File: src/rtl/rpn_pkg.sv
// rpn_pkg: shared operator, error and state encodings for the RPN stack controller
package rpn_pkg;
  localparam logic [2:0] OP_ADD  = 3'd0;
  localparam logic [2:0] OP_SUB  = 3'd1;
  localparam logic [2:0] OP_MUL  = 3'd2;
  localparam logic [2:0] OP_DIV  = 3'd3;
  localparam logic [2:0] OP_MOD  = 3'd4;
  localparam logic [2:0] OP_DUP  = 3'd5;
  localparam logic [2:0] OP_SWAP = 3'd6;
  localparam logic [2:0] OP_DROP = 3'd7;
  localparam logic [1:0] E_NONE  = 2'd0;
  localparam logic [1:0] E_OVF   = 2'd1;
  localparam logic [1:0] E_UNF   = 2'd2;
  localparam logic [1:0] E_DIVZ  = 2'd3;
  typedef enum logic [1:0] {S_IDLE, S_LOAD, S_EXEC, S_WB} state_e;
  typedef enum logic [2:0] {STK_NOP, STK_PUSH, STK_POP2_PUSH, STK_DUP, STK_SWAP, STK_DROP} stk_op_e;
  function automatic logic is_div(input logic [2:0] op);
    return op == OP_DIV || op == OP_MOD;
  endfunction
endpackage

File: src/rtl/rpn_stack_regs.sv
// rpn_stack_regs: DEPTH x WIDTH operand stack with count pointer and registered top view
//   i_op/i_data : stack operation applied at the next rising edge (caller guarantees legality)
//   o_a, o_b    : entries count-2 and count-1 (ALU operand sources)
//   o_top       : registered stack[count-1], 0 when empty
//   o_count     : number of valid entries
module rpn_stack_regs
  import rpn_pkg::*;
#(
  parameter int DEPTH = 8,
  parameter int WIDTH = 8,
  localparam int AW = $clog2(DEPTH),
  localparam int CW = AW + 1
) (
  input  logic             clk,
  input  logic             rst_n,
  input  stk_op_e          i_op,
  input  logic [WIDTH-1:0] i_data,
  output logic [WIDTH-1:0] o_a,
  output logic [WIDTH-1:0] o_b,
  output logic [WIDTH-1:0] o_top,
  output logic [CW-1:0]    o_count
);
  logic [DEPTH-1:0][WIDTH-1:0] r_mem, w_mem;
  logic [CW-1:0] r_cnt, w_cnt;
  logic [WIDTH-1:0] r_top;
  logic [AW-1:0] w_i0, w_i1, w_i2, w_it;
  // Indices wrap modulo DEPTH, so a full stack's write slot aliases entry 0 harmlessly.
  assign w_i0 = r_cnt[AW-1:0];
  assign w_i1 = w_i0 - AW'(1);
  assign w_i2 = w_i0 - AW'(2);
  assign w_it = w_cnt[AW-1:0] - AW'(1);
  assign o_a = r_mem[w_i2];
  assign o_b = r_mem[w_i1];
  assign o_top = r_top;
  assign o_count = r_cnt;
  always_comb begin
    w_mem = r_mem;
    w_cnt = r_cnt;
    case (i_op)
      STK_PUSH: begin
        w_mem[w_i0] = i_data;
        w_cnt = r_cnt + CW'(1);
      end
      STK_POP2_PUSH: begin
        w_mem[w_i2] = i_data;
        w_cnt = r_cnt - CW'(1);
      end
      STK_DUP: begin
        w_mem[w_i0] = r_mem[w_i1];
        w_cnt = r_cnt + CW'(1);
      end
      STK_SWAP: begin
        w_mem[w_i1] = r_mem[w_i2];
        w_mem[w_i2] = r_mem[w_i1];
      end
      STK_DROP: w_cnt = r_cnt - CW'(1);
      default: ;
    endcase
  end
  always_ff @(posedge clk or negedge rst_n)
    if (!rst_n) begin
      r_mem <= '0;
      r_cnt <= '0;
      r_top <= '0;
    end else begin
      r_mem <= w_mem;
      r_cnt <= w_cnt;
      r_top <= w_cnt == '0 ? '0 : w_mem[w_it];
    end
endmodule

File: src/rtl/rpn_operand_stack_ctrl.sv
// rpn_operand_stack_ctrl: RPN command front-end driving an external combinational ALU
//   cmd_valid/cmd_ready/cmd_is_op/cmd_data/cmd_op : command handshake (ready only in IDLE)
//   alu_a/alu_b/alu_sel -> ALU, alu_q/alu_r <- ALU : operands held outside LOAD/EXEC
//   top/count : registered stack view;  done/err : completion pulse and last error code
module rpn_operand_stack_ctrl
  import rpn_pkg::*;
#(
  parameter int DEPTH = 8,
  parameter int WIDTH = 8
) (
  input  logic                   clk,
  input  logic                   rst_n,
  input  logic                   cmd_valid,
  output logic                   cmd_ready,
  input  logic                   cmd_is_op,
  input  logic [WIDTH-1:0]       cmd_data,
  input  logic [2:0]             cmd_op,
  output logic [WIDTH-1:0]       alu_a,
  output logic [WIDTH-1:0]       alu_b,
  output logic [2:0]             alu_sel,
  input  logic [WIDTH-1:0]       alu_q,
  input  logic [WIDTH-1:0]       alu_r,
  output logic [WIDTH-1:0]       top,
  output logic [$clog2(DEPTH):0] count,
  output logic                   done,
  output logic [1:0]             err
);
  localparam int CW = $clog2(DEPTH) + 1;
  state_e r_state, w_state;
  logic [2:0] r_op;
  logic [1:0] r_perr, w_perr, r_err, w_fin_err, w_wb_err;
  logic [WIDTH-1:0] r_res, r_alu_a, r_alu_b, w_stk_data, w_sa, w_sb;
  logic [2:0] r_alu_sel;
  logic r_done, w_fin, w_accept, w_full, w_empty, w_lt2;
  stk_op_e w_stk_op, w_wb_op;
  logic [CW-1:0] w_count;
  rpn_stack_regs #(.DEPTH(DEPTH), .WIDTH(WIDTH)) u_stack (
    .clk(clk), .rst_n(rst_n), .i_op(w_stk_op), .i_data(w_stk_data),
    .o_a(w_sa), .o_b(w_sb), .o_top(top), .o_count(w_count)
  );
  assign count = w_count;
  assign cmd_ready = r_state == S_IDLE;
  assign w_accept = cmd_valid && cmd_ready;
  assign w_full = w_count == CW'(DEPTH);
  assign w_empty = w_count == '0;
  assign w_lt2 = w_count < CW'(2);
  assign alu_a = r_alu_a;
  assign alu_b = r_alu_b;
  assign alu_sel = r_alu_sel;
  assign done = r_done;
  assign err = r_err;
  // Stack operators are checked at WB; ALU operators carry the error found in LOAD/EXEC.
  assign w_wb_err = r_op == OP_DUP  ? (w_empty ? E_UNF : w_full ? E_OVF : E_NONE)
                  : r_op == OP_SWAP ? (w_lt2 ? E_UNF : E_NONE)
                  : r_op == OP_DROP ? (w_empty ? E_UNF : E_NONE)
                  : r_perr;
  assign w_wb_op = w_wb_err != E_NONE ? STK_NOP
                 : r_op == OP_DUP     ? STK_DUP
                 : r_op == OP_SWAP    ? STK_SWAP
                 : r_op == OP_DROP    ? STK_DROP
                 : STK_POP2_PUSH;
  always_comb begin
    w_state = r_state;
    w_stk_op = STK_NOP;
    w_stk_data = r_res;
    w_fin = 1'b0;
    w_fin_err = E_NONE;
    w_perr = r_perr;
    case (r_state)
      S_IDLE: if (cmd_valid) begin
        w_perr = E_NONE;
        if (cmd_is_op) w_state = cmd_op >= OP_DUP ? S_WB : S_LOAD;
        else begin
          w_fin = 1'b1;
          w_fin_err = w_full ? E_OVF : E_NONE;
          w_stk_op = w_full ? STK_NOP : STK_PUSH;
          w_stk_data = cmd_data;
        end
      end
      S_LOAD: begin
        w_state = w_lt2 ? S_WB : S_EXEC;
        w_perr = w_lt2 ? E_UNF : E_NONE;
      end
      S_EXEC: begin
        w_state = S_WB;
        w_perr = is_div(r_op) && r_alu_b == '0 ? E_DIVZ : E_NONE;
      end
      S_WB: begin
        w_state = S_IDLE;
        w_fin = 1'b1;
        w_fin_err = w_wb_err;
        w_stk_op = w_wb_op;
      end
      default: w_state = S_IDLE;
    endcase
  end
  always_ff @(posedge clk or negedge rst_n)
    if (!rst_n) begin
      r_state <= S_IDLE;
      r_op <= '0;
      r_perr <= E_NONE;
      r_err <= E_NONE;
      r_done <= 1'b0;
      r_res <= '0;
      r_alu_a <= '0;
      r_alu_b <= '0;
      r_alu_sel <= '0;
    end else begin
      r_state <= w_state;
      r_perr <= w_perr;
      r_done <= w_fin;
      if (w_accept) r_op <= cmd_op;
      if (w_fin) r_err <= w_fin_err;
      else if (w_accept) r_err <= E_NONE;
      if (r_state == S_LOAD && !w_lt2) begin
        r_alu_a <= w_sa;
        r_alu_b <= w_sb;
        r_alu_sel <= r_op;
      end
      if (r_state == S_EXEC) r_res <= r_op == OP_MOD ? alu_r : alu_q;
    end
endmodule

File: config.mk
export PLATFORM = sky130hd
export DESIGN_NAME = rpn_operand_stack_ctrl
export DESIGN_NICKNAME = d
export VERILOG_FILES = /design/src/rtl/rpn_pkg.sv /design/src/rtl/rpn_stack_regs.sv /design/src/rtl/rpn_operand_stack_ctrl.sv
export SDC_FILE = /design/constraint.sdc
export NUM_CORES = 1
export LEC_CHECK = 0
export BUFFER_PORTS_ARGS = -buffer_cell sky130_fd_sc_hd__buf_4
export CAP_MARGIN = 20
export CORE_MARGIN = 2
export CORE_UTILIZATION = 45
export CTS_CLUSTER_DIAMETER = 30
export DETAILED_ROUTE_END_ITERATION = 12
export SYNTH_ARGS = -nofsm -noshare
export SYNTH_HDL_FRONTEND = slang
export SYNTH_SLANG_ARGS = --single-unit
File: constraint.sdc
create_clock -name clk -period 5.35 [get_ports clk]
set_clock_uncertainty 0.15 [all_clocks]
set_input_delay 0.2675 -clock clk [delete_from_list [all_inputs] [get_ports clk]]
set_output_delay 0.2675 -clock clk [all_outputs]
set_load 0.02 [all_outputs]
==> summary.md, run 1 <==
| Metric | Value |
|---|---|
| Status | `finished with violations` |
| Failing checks | `negative hold slack` |
| Final hold vios | `2` |
| Clk sinks | `roughly 110` |
| Post-DP HPWL | `between 30,000 and 40,000 um` |
| Flops & latches, synth | `roughly 110` |
| Met2 Routed Length | `between 20,000 and 25,000 um` |
| Die X | `between 150 and 200 um` |
| Post-synth top cells | `117 x nand2_1, 113 x dfrtp_1, 103 x nor2_1` |
| WHS Endpoint | `r_res[4]` |
| Root buffer cell | `clkbuf_16` |
| Post-synth top area share | `between 20% and 30%` |
| Finished Layout Cells | `about 1,500` |
| Cells after synthesis | `1,155` |
| Crit path kind | `register to register` |
| Area Growth Syn to Fin | `16.11%` |
| Largest net degree at the start of global routing | `75` |
| Slew margin rel. | `15.46%` |
| Core area | `around 0.022 mm2` |
| Initial antenna violation count | `4` |
| I/O Buffers | `65` |
| Least-Margin Pin Slew | `around 1.3 ns` |
| Max cap viols | `0` |
| Data arrival, critical path | `4.99 ns` |
| Clock slew at reported path FFs | `0.06 ns` |
| Reg2reg setup slack | `around 0.52 ns` |
| Final #Nets | `1,264` |
| Area of the multi-input gates | `between 0.006 and 0.007 mm2` |
| M1 WL | `roughly 19,000 um` |
| Setup violators final | `0` |
| Clk_lat worst skew | `0.45 ns` |
| Maximum fanout along the worst path | `7` |
| Via/cell ratio | `about 7.5` |
| Post-layout util | `between 50% and 60%` |
| Met3 Wirelength | `~7200 um` |
| RSZ-0062 raised after global routing | `no` |
| Min Clock Period, post-route | `roughly 4.8 ns` |
| Final Cell Area | `~0.011 mm2` |
| Starting Density | `45.66%` |
| Critical Path RT | `between 5 and 6 ns` |
| CTS tree | `built` |
| Tcrit/Tclk final | `around 90%` |
| Reg2Reg Depth | `15` |
| Post-synth ARST share | `100.0%` |
| H-tree depth | `4` |
| Count of pins over their slew limit | `0` |
| Main area contributors after synthesis | `dfrtp_1 29%, mux2i_1 5.5%, nand2_1 4.4%` |
| Min-Delay Startpoint | `alu_q[4]` |
| Syn avg cell area | `between 8 and 9 um2` |
| Post-CTS setup buffers | `0` |
| Top_reg_cell synth | `dfrtp_1` |
| CTS Buf Count | `17` |
| Part of the Yosys area used for sequential elements | `about 29%` |
| Yosys top cell by area | `dfrtp_1` |
| Clock Tree Buf Depth | `2` |
| Overall Global Routing Usage | `a little over two fifths` |
| Vias | `~11,000` |
| Syn nets | `1,199` |
| Filler Cell Count | `just over 2,000` |
| Hold Path Class | `input pin to register` |
| IO Pins | `66` |
| Hold-critical path depth | `3` |
| RR Endpoint | `u_stack.o_top[5]` |
| Worst setup SP type | `register` |
| Die area | `approximately 0.023 mm2` |
| GRT Residual Overflow | `0` |
| Placed inst area | `approximately 0.011 mm2` |
| Post-route ant nets | `0` |
| Fin Setup TNS | `0 ns` |
| Synth warn | `0` |
| Max Clk Rate | `roughly 210 MHz` |
| Ratio of cells with drive above 1 in the final layout | `20.36%` |
| First-pass GRT wire length | `73,600 um` |
| Crit. End Element | `register` |
| Reg2reg start | `u_stack.o_count[1]` |
| Cell row count | `54` |
| Register Area | `approximately 0.0028 mm2` |
| Starting DRT DRC Count | `1,554` |
| Die Span Y | `about 150 um` |
| Drt first pass iters | `9` |
| EDFF count, synth | `0` |
| Gp weighted congestion | `1.042` |
| Most numerous cell in the Yosys netlist | `nand2_1` |
| Synth unique cells | `just under 100` |
| Post-Route WL | `roughly 50,000 um` |
| Worst hold slack | `-0.01043 ns` |
| Routed length per placed instance | `33.20 um` |
| Max layer used | `met5` |
| Netlist Area Pre-Place | `between 0.009 and 0.01 mm2` |
| DRC viols | `0` |
| Number of global-route vias before repair | `roughly 11,000` |
| Placed instance count | `around 1,500` |
## how the worst max path moves through the flow
stage | slack [ns] | depth (start not counted) | from | to
after global placement | 0.87 | 15 | u_stack.o_count[1] | u_stack.o_top[5]
after detailed placement | 0.69 | 15 | u_stack.o_count[1] | u_stack.o_top[7]
after floorplan | 0.48 | 19 | u_stack.o_count[1] | u_stack.o_top[3]
final | 0.52 | 15 | u_stack.o_count[1] | u_stack.o_top[5]
after global routing | 0.32 | 13 | u_stack.o_count[1] | u_stack.o_top[3]
after CTS | 0.56 | 15 | u_stack.o_count[1] | u_stack.o_top[7]
## sequential cells by signal, summed over array words and instances, names as in the netlist
| register | count |
|---|---|
| alu_b | 8 |
| r_op | 3 |
| u_stack.o_count | 4 |
| alu_a | 8 |
| u_stack.r_mem | 64 |
| err | 2 |
| r_perr | 2 |
| u_stack.o_top | 8 |
| r_res | 8 |
| r_state | 2 |
| done | 1 |
| alu_sel | 3 |
## metal layers
layer	track usage [%]	vias to the layer above
li1	-	4657
met1	53.72	5361
met2	60.53	1024
met3	16.18	317
met4	28.70	4
met5	0	-
## cell usage in the layout, fill, tap and decap left out, types with 18 or more instances in the layout
| cell | synthesis | routed |
|---|---|---|
| o21ai_0 | 61 | 61 |
| o211ai_1 | 18 | 18 |
| mux2_2 | 26 | 26 |
| nand2_1 | 117 | 117 |
| a21oi_1 | 69 | 68 |
| o22ai_1 | 42 | 42 |
| mux2i_1 | 54 | 54 |
| nand3_1 | 36 | 36 |
| dfrtp_1 | 113 | 112 |
| nor2_1 | 103 | 103 |
| a211oi_1 | 22 | 22 |
| a221oi_1 | 18 | 18 |
| buf_4 | 10 | 132 |
| nor3_1 | 32 | 31 |
| a221o_1 | 31 | 31 |
## cells by family (layout without fill, tap and decap cells)
kind of cell | count (synthesis) | in the layout | synth area share (%)
compound gates | 427 | 427 | 32.39
xor+xnor | 7 | 7 | 1.074
fa+ha+maj | 13 | 13 | 1.718
buf+inv | 118 | 196 | 5.825
flops | 113 | 113 | 28.56
mux | 96 | 96 | 11.90
other cells | 0 | 1 | 0
simple gates | 381 | 381 | 18.54
## final cells by class
class / instances / share of cell area, %
antenna: 1 / 0.02177
clock inverter: 15 / 1.404
tap: 280 / 3.047
sequential: 113 / 24.61
inverter: 18 / 0.5877
clock buffer: 17 / 3.700
timing repair buffer: 146 / 9.925
multi-input combinational: 924 / 56.71
## timing repair
item	in CTS	in global routing
hold endpoints to repair	81	0
hold buffers	13	0
resized for setup	0	0
## worst max-delay path: stages, from the launching register on
cell,delay [ns]
dfrtp_1,0.37
inv_1,0.05
buf_4,0.17
ha_1,0.47
and3b_1,0.39
o21ai_1,0.18
a2111oi_4,0.56
ha_1,0.32
a21o_1,0.18
a21oi_1,0.24
xnor2_1,0.17
or4b_1,0.55
a31oi_4,0.38
inv_1,0.24
o2111ai_1,0.17
nand4_1,0.10
## stage by stage
step / worst slack (ns) / hold WS [ns]
2_1_floorplan: 0.4775 / -0.1781
3_3_place_gp: 0.8700 / 0.3157
3_5_place_dp: 0.6886 / 0.3295
4_1_cts: 0.5561 / 0.0005074
5_1_grt: 0.3184 / 0.005938
6_report: 0.5182 / -0.01043
Power of run 1 is not shown: default switching activity piles up to over one toggle a cycle in this logic, so the estimate is an artifact.
==> run 2: changes to the inputs <==
--- a/config.mk
+++ b/config.mk
@@ -5,9 +5,9 @@
 export SDC_FILE = /design/constraint.sdc
 export NUM_CORES = 1
 export LEC_CHECK = 0
+export ABC_AREA = 1
 export BUFFER_PORTS_ARGS = -buffer_cell sky130_fd_sc_hd__buf_4
 export CAP_MARGIN = 20
-export CORE_MARGIN = 2
 export CORE_UTILIZATION = 45
 export CTS_CLUSTER_DIAMETER = 30
 export DETAILED_ROUTE_END_ITERATION = 12
==> summary.md, run 2 <==
| Metric | Value |
|---|---|
| RSZ-0062 raised after global routing | `no` |
| Netlist Area Pre-Place | `roughly 0.012 mm2` |
| Overall Global Routing Usage | `between 30% and 40%` |
| Crit path kind | `register to register` |
| Starting DRT DRC Count | `roughly 2,100` |
| Die Span Y | `about 160 um` |
| Fin Setup TNS | `0 ns` |
| Core area | `approximately 0.025 mm2` |
| Max Clk Rate | `approximately 200 MHz` |
| Maximum fanout along the worst path | `18` |
| Critical Path RT | `between 5 and 6 ns` |
| Initial antenna violation count | `1` |
| Most numerous cell in the Yosys netlist | `nand2_1` |
| Post-synth top cells | `665 x nand2_1, 265 x nand3_1, 215 x inv_1` |
| Worst setup SP type | `register` |
| I/O Buffers | `65` |
| Filler Cell Count | `2,709` |
| Clock Tree Buf Depth | `2` |
| Post-CTS setup buffers | `0` |
| Commonest non-fill, non-tap cells in the layout | `665 x nand2_1, 265 x nand3_1, 215 x inv_1` |
| # hold bufs at CTS | `8` |
| Die area | `around 0.026 mm2` |
| Max FFs per register | `64` |
| Synth unique cells | `47` |
| CTS Buf Count | `17` |
| Flops & latches, synth | `113` |
| Yosys top cell by area | `dfrtp_1` |
| Cts repair resizes | `0` |
| Cells after synthesis | `2,055` |
| Top_reg_cell synth | `dfrtp_1` |
| DRC viols | `0` |
| Synth warn | `0` |
| Ratio of cells with drive above 1 in the final layout | `~8%` |
| Clk sinks | `113` |
| Tcrit/Tclk final | `91.01%` |
| Vias | `between 10,000 and 15,000` |
| Starting Density | `45.99%` |
| Via/cell ratio | `slightly below 6` |
| Post-route ant nets | `0` |
| Syn avg cell area | `around 5.7 um2` |
| Syn nets | `about 2,100` |
| Count of pins over their slew limit | `0` |
| Area of the multi-input gates | `approximately 0.0074 mm2` |
| IO Pins | `66` |
| Biggest register | `u_stack.r_mem` |
| Data arrival, critical path | `a little over 5 ns` |
| Clk_lat worst skew | `approximately 0.44 ns` |
| Most common cell after layout, fill and taps aside | `nand2_1` |
| Cell row count | `58` |
| Number of global-route vias before repair | `12,843` |
| Die X | `between 150 and 200 um` |
| Post-Route WL | `between 50,000 and 60,000 um` |
| EDFF count, synth | `0` |
| Least-Margin Pin Slew | `about 1.3 ns` |
| Register Area | `about 0.0028 mm2` |
| Setup violators final | `0` |
| Drt first pass iters | `6` |
| Max cap viols | `0` |
| Crit. End Element | `register` |
| Post-synth ARST share | `100.0%` |
| Status | `complete, no violations` |
| GRT Residual Overflow | `0` |
| Biggest cell delay along the critical path | `around 0.65 ns` |
| Post-DP HPWL | `32,800 um` |
| Clock slew at reported path FFs | `0.07 ns` |
| Area Growth Syn to Fin | `11.90%` |
| Slew margin rel. | `between 10% and 20%` |
| First-pass GRT wire length | `~78,000 um` |
| Post-synth top area share | `between 20% and 30%` |
| Min Clock Period, post-route | `4.869 ns` |
| Final #Nets | `around 2,100` |
| Post-layout util | `roughly 51%` |
| Part of the Yosys area used for sequential elements | `about a quarter` |
| CP max stage cell | `inv_1` |
| Gp weighted congestion | `about 0.94` |
| H-tree depth | `4` |
| Routed length per placed instance | `21.39 um` |
| Largest net degree at the start of global routing | `122` |
| Root buffer cell | `clkbuf_16` |
| CTS tree | `built` |
| Main area contributors after synthesis | `dfrtp_1 24%, nand2_1 21%, nand3_1 11%` |
| Cell Chain, Critical Path | `inv_2, ha_1, nand2_2, nor2_1, nand2_1, nand2_2, nor2_4, nand2_2, nand2_4, nand3_1, nand2_1, fa_1, inv_1, nand2_1, o21ai_0, ha_1, buf_4, inv_1, nand3_1, a21oi_1, nor2_1` |
| Hold Path Class | `input pin to register` |
| Final hold vios | `0` |
[run 2: cell types whose count changed in the layout (fill, tap and decap cells not counted), moves of 51 or more]
cell,delta
nand2_1,+548
mux2i_1,-51
nor2_1,+108
inv_1,+198
nand3_1,+229
o21ai_0,+153
[run 2: critical path: cells and delay by family (launching register included)]
kind | cells | cell delay [ns]
adders and majority gates | 3 | 1.10
DFF | 1 | 0.57
buffers and inverters | 4 | 1.27
and+or+nand+nor | 12 | 1.33
AOI/OAI and AO/OA | 2 | 0.31
[run 2: path summary, 6_finish.rpt]
path | startpoint | to | slack, ns | cells after the start
worst max-delay path | u_stack.o_count[0] | u_stack.o_top[7] | 0.48 | 21
min in group asynchronous | rst_n | r_state[0] | 0.37 | 2
max in group asynchronous | rst_n | u_stack.r_mem[59] | 3.39 | 3
worst min-delay path | alu_r[2] | r_res[2] | 0.001 | 3
worst max register to register | u_stack.o_count[0] | u_stack.o_top[7] | 0.48 | 21
worst min register to register | alu_sel[2] | alu_sel[2] | 0.34 | 2
[run 2: logic make-up after synthesis]
kind of cell	Yosys count	synth area share, %
buffers and inverters	337	11.89
xor gates and xnor gates	4	0.5925
muxes	4	0.3555
adders and majority gates	13	1.465
DFF	113	24.35
and+or+nand+nor	1244	45.65
AOI/OAI and AO/OA	340	15.70
[run 2: final cells by class]
class	instances	area share (%)
multi-input combinational	1605	57.01
sequential	113	21.78
inverter	230	6.662
timing repair buffer	107	6.334
clock buffer	21	3.620
tap	330	3.177
clock inverter	10	1.396
antenna	1	0.01925
[run 2: metal layers]
metal	global-route usage, %	vias to the layer above	share of wire, %
met5	0	-	0
met4	19.33	0	5.2
met3	8.505	189	13
met2	59.25	1001	42
met1	53.12	6456	40
li1	-	6696	-
[run 2: per-stage QoR]
stage / instances / hold slack [ns] / area, um2 / setup WS [ns]
6_report: 2417 / 0.0009611 / 13000 / 0.4811
5_1_grt: 2416 / 0.02940 / 13000 / 0.2150
3_3_place_gp: 2377 / 0.3225 / 12260 / 0.7943
2_1_floorplan: 2055 / -0.1781 / 11610 / 1.002
4_1_cts: 2416 / 0.003732 / 13000 / 0.5682
3_5_place_dp: 2377 / 0.3292 / 12260 / 0.6140
Power of run 2 is left out for the same reason.
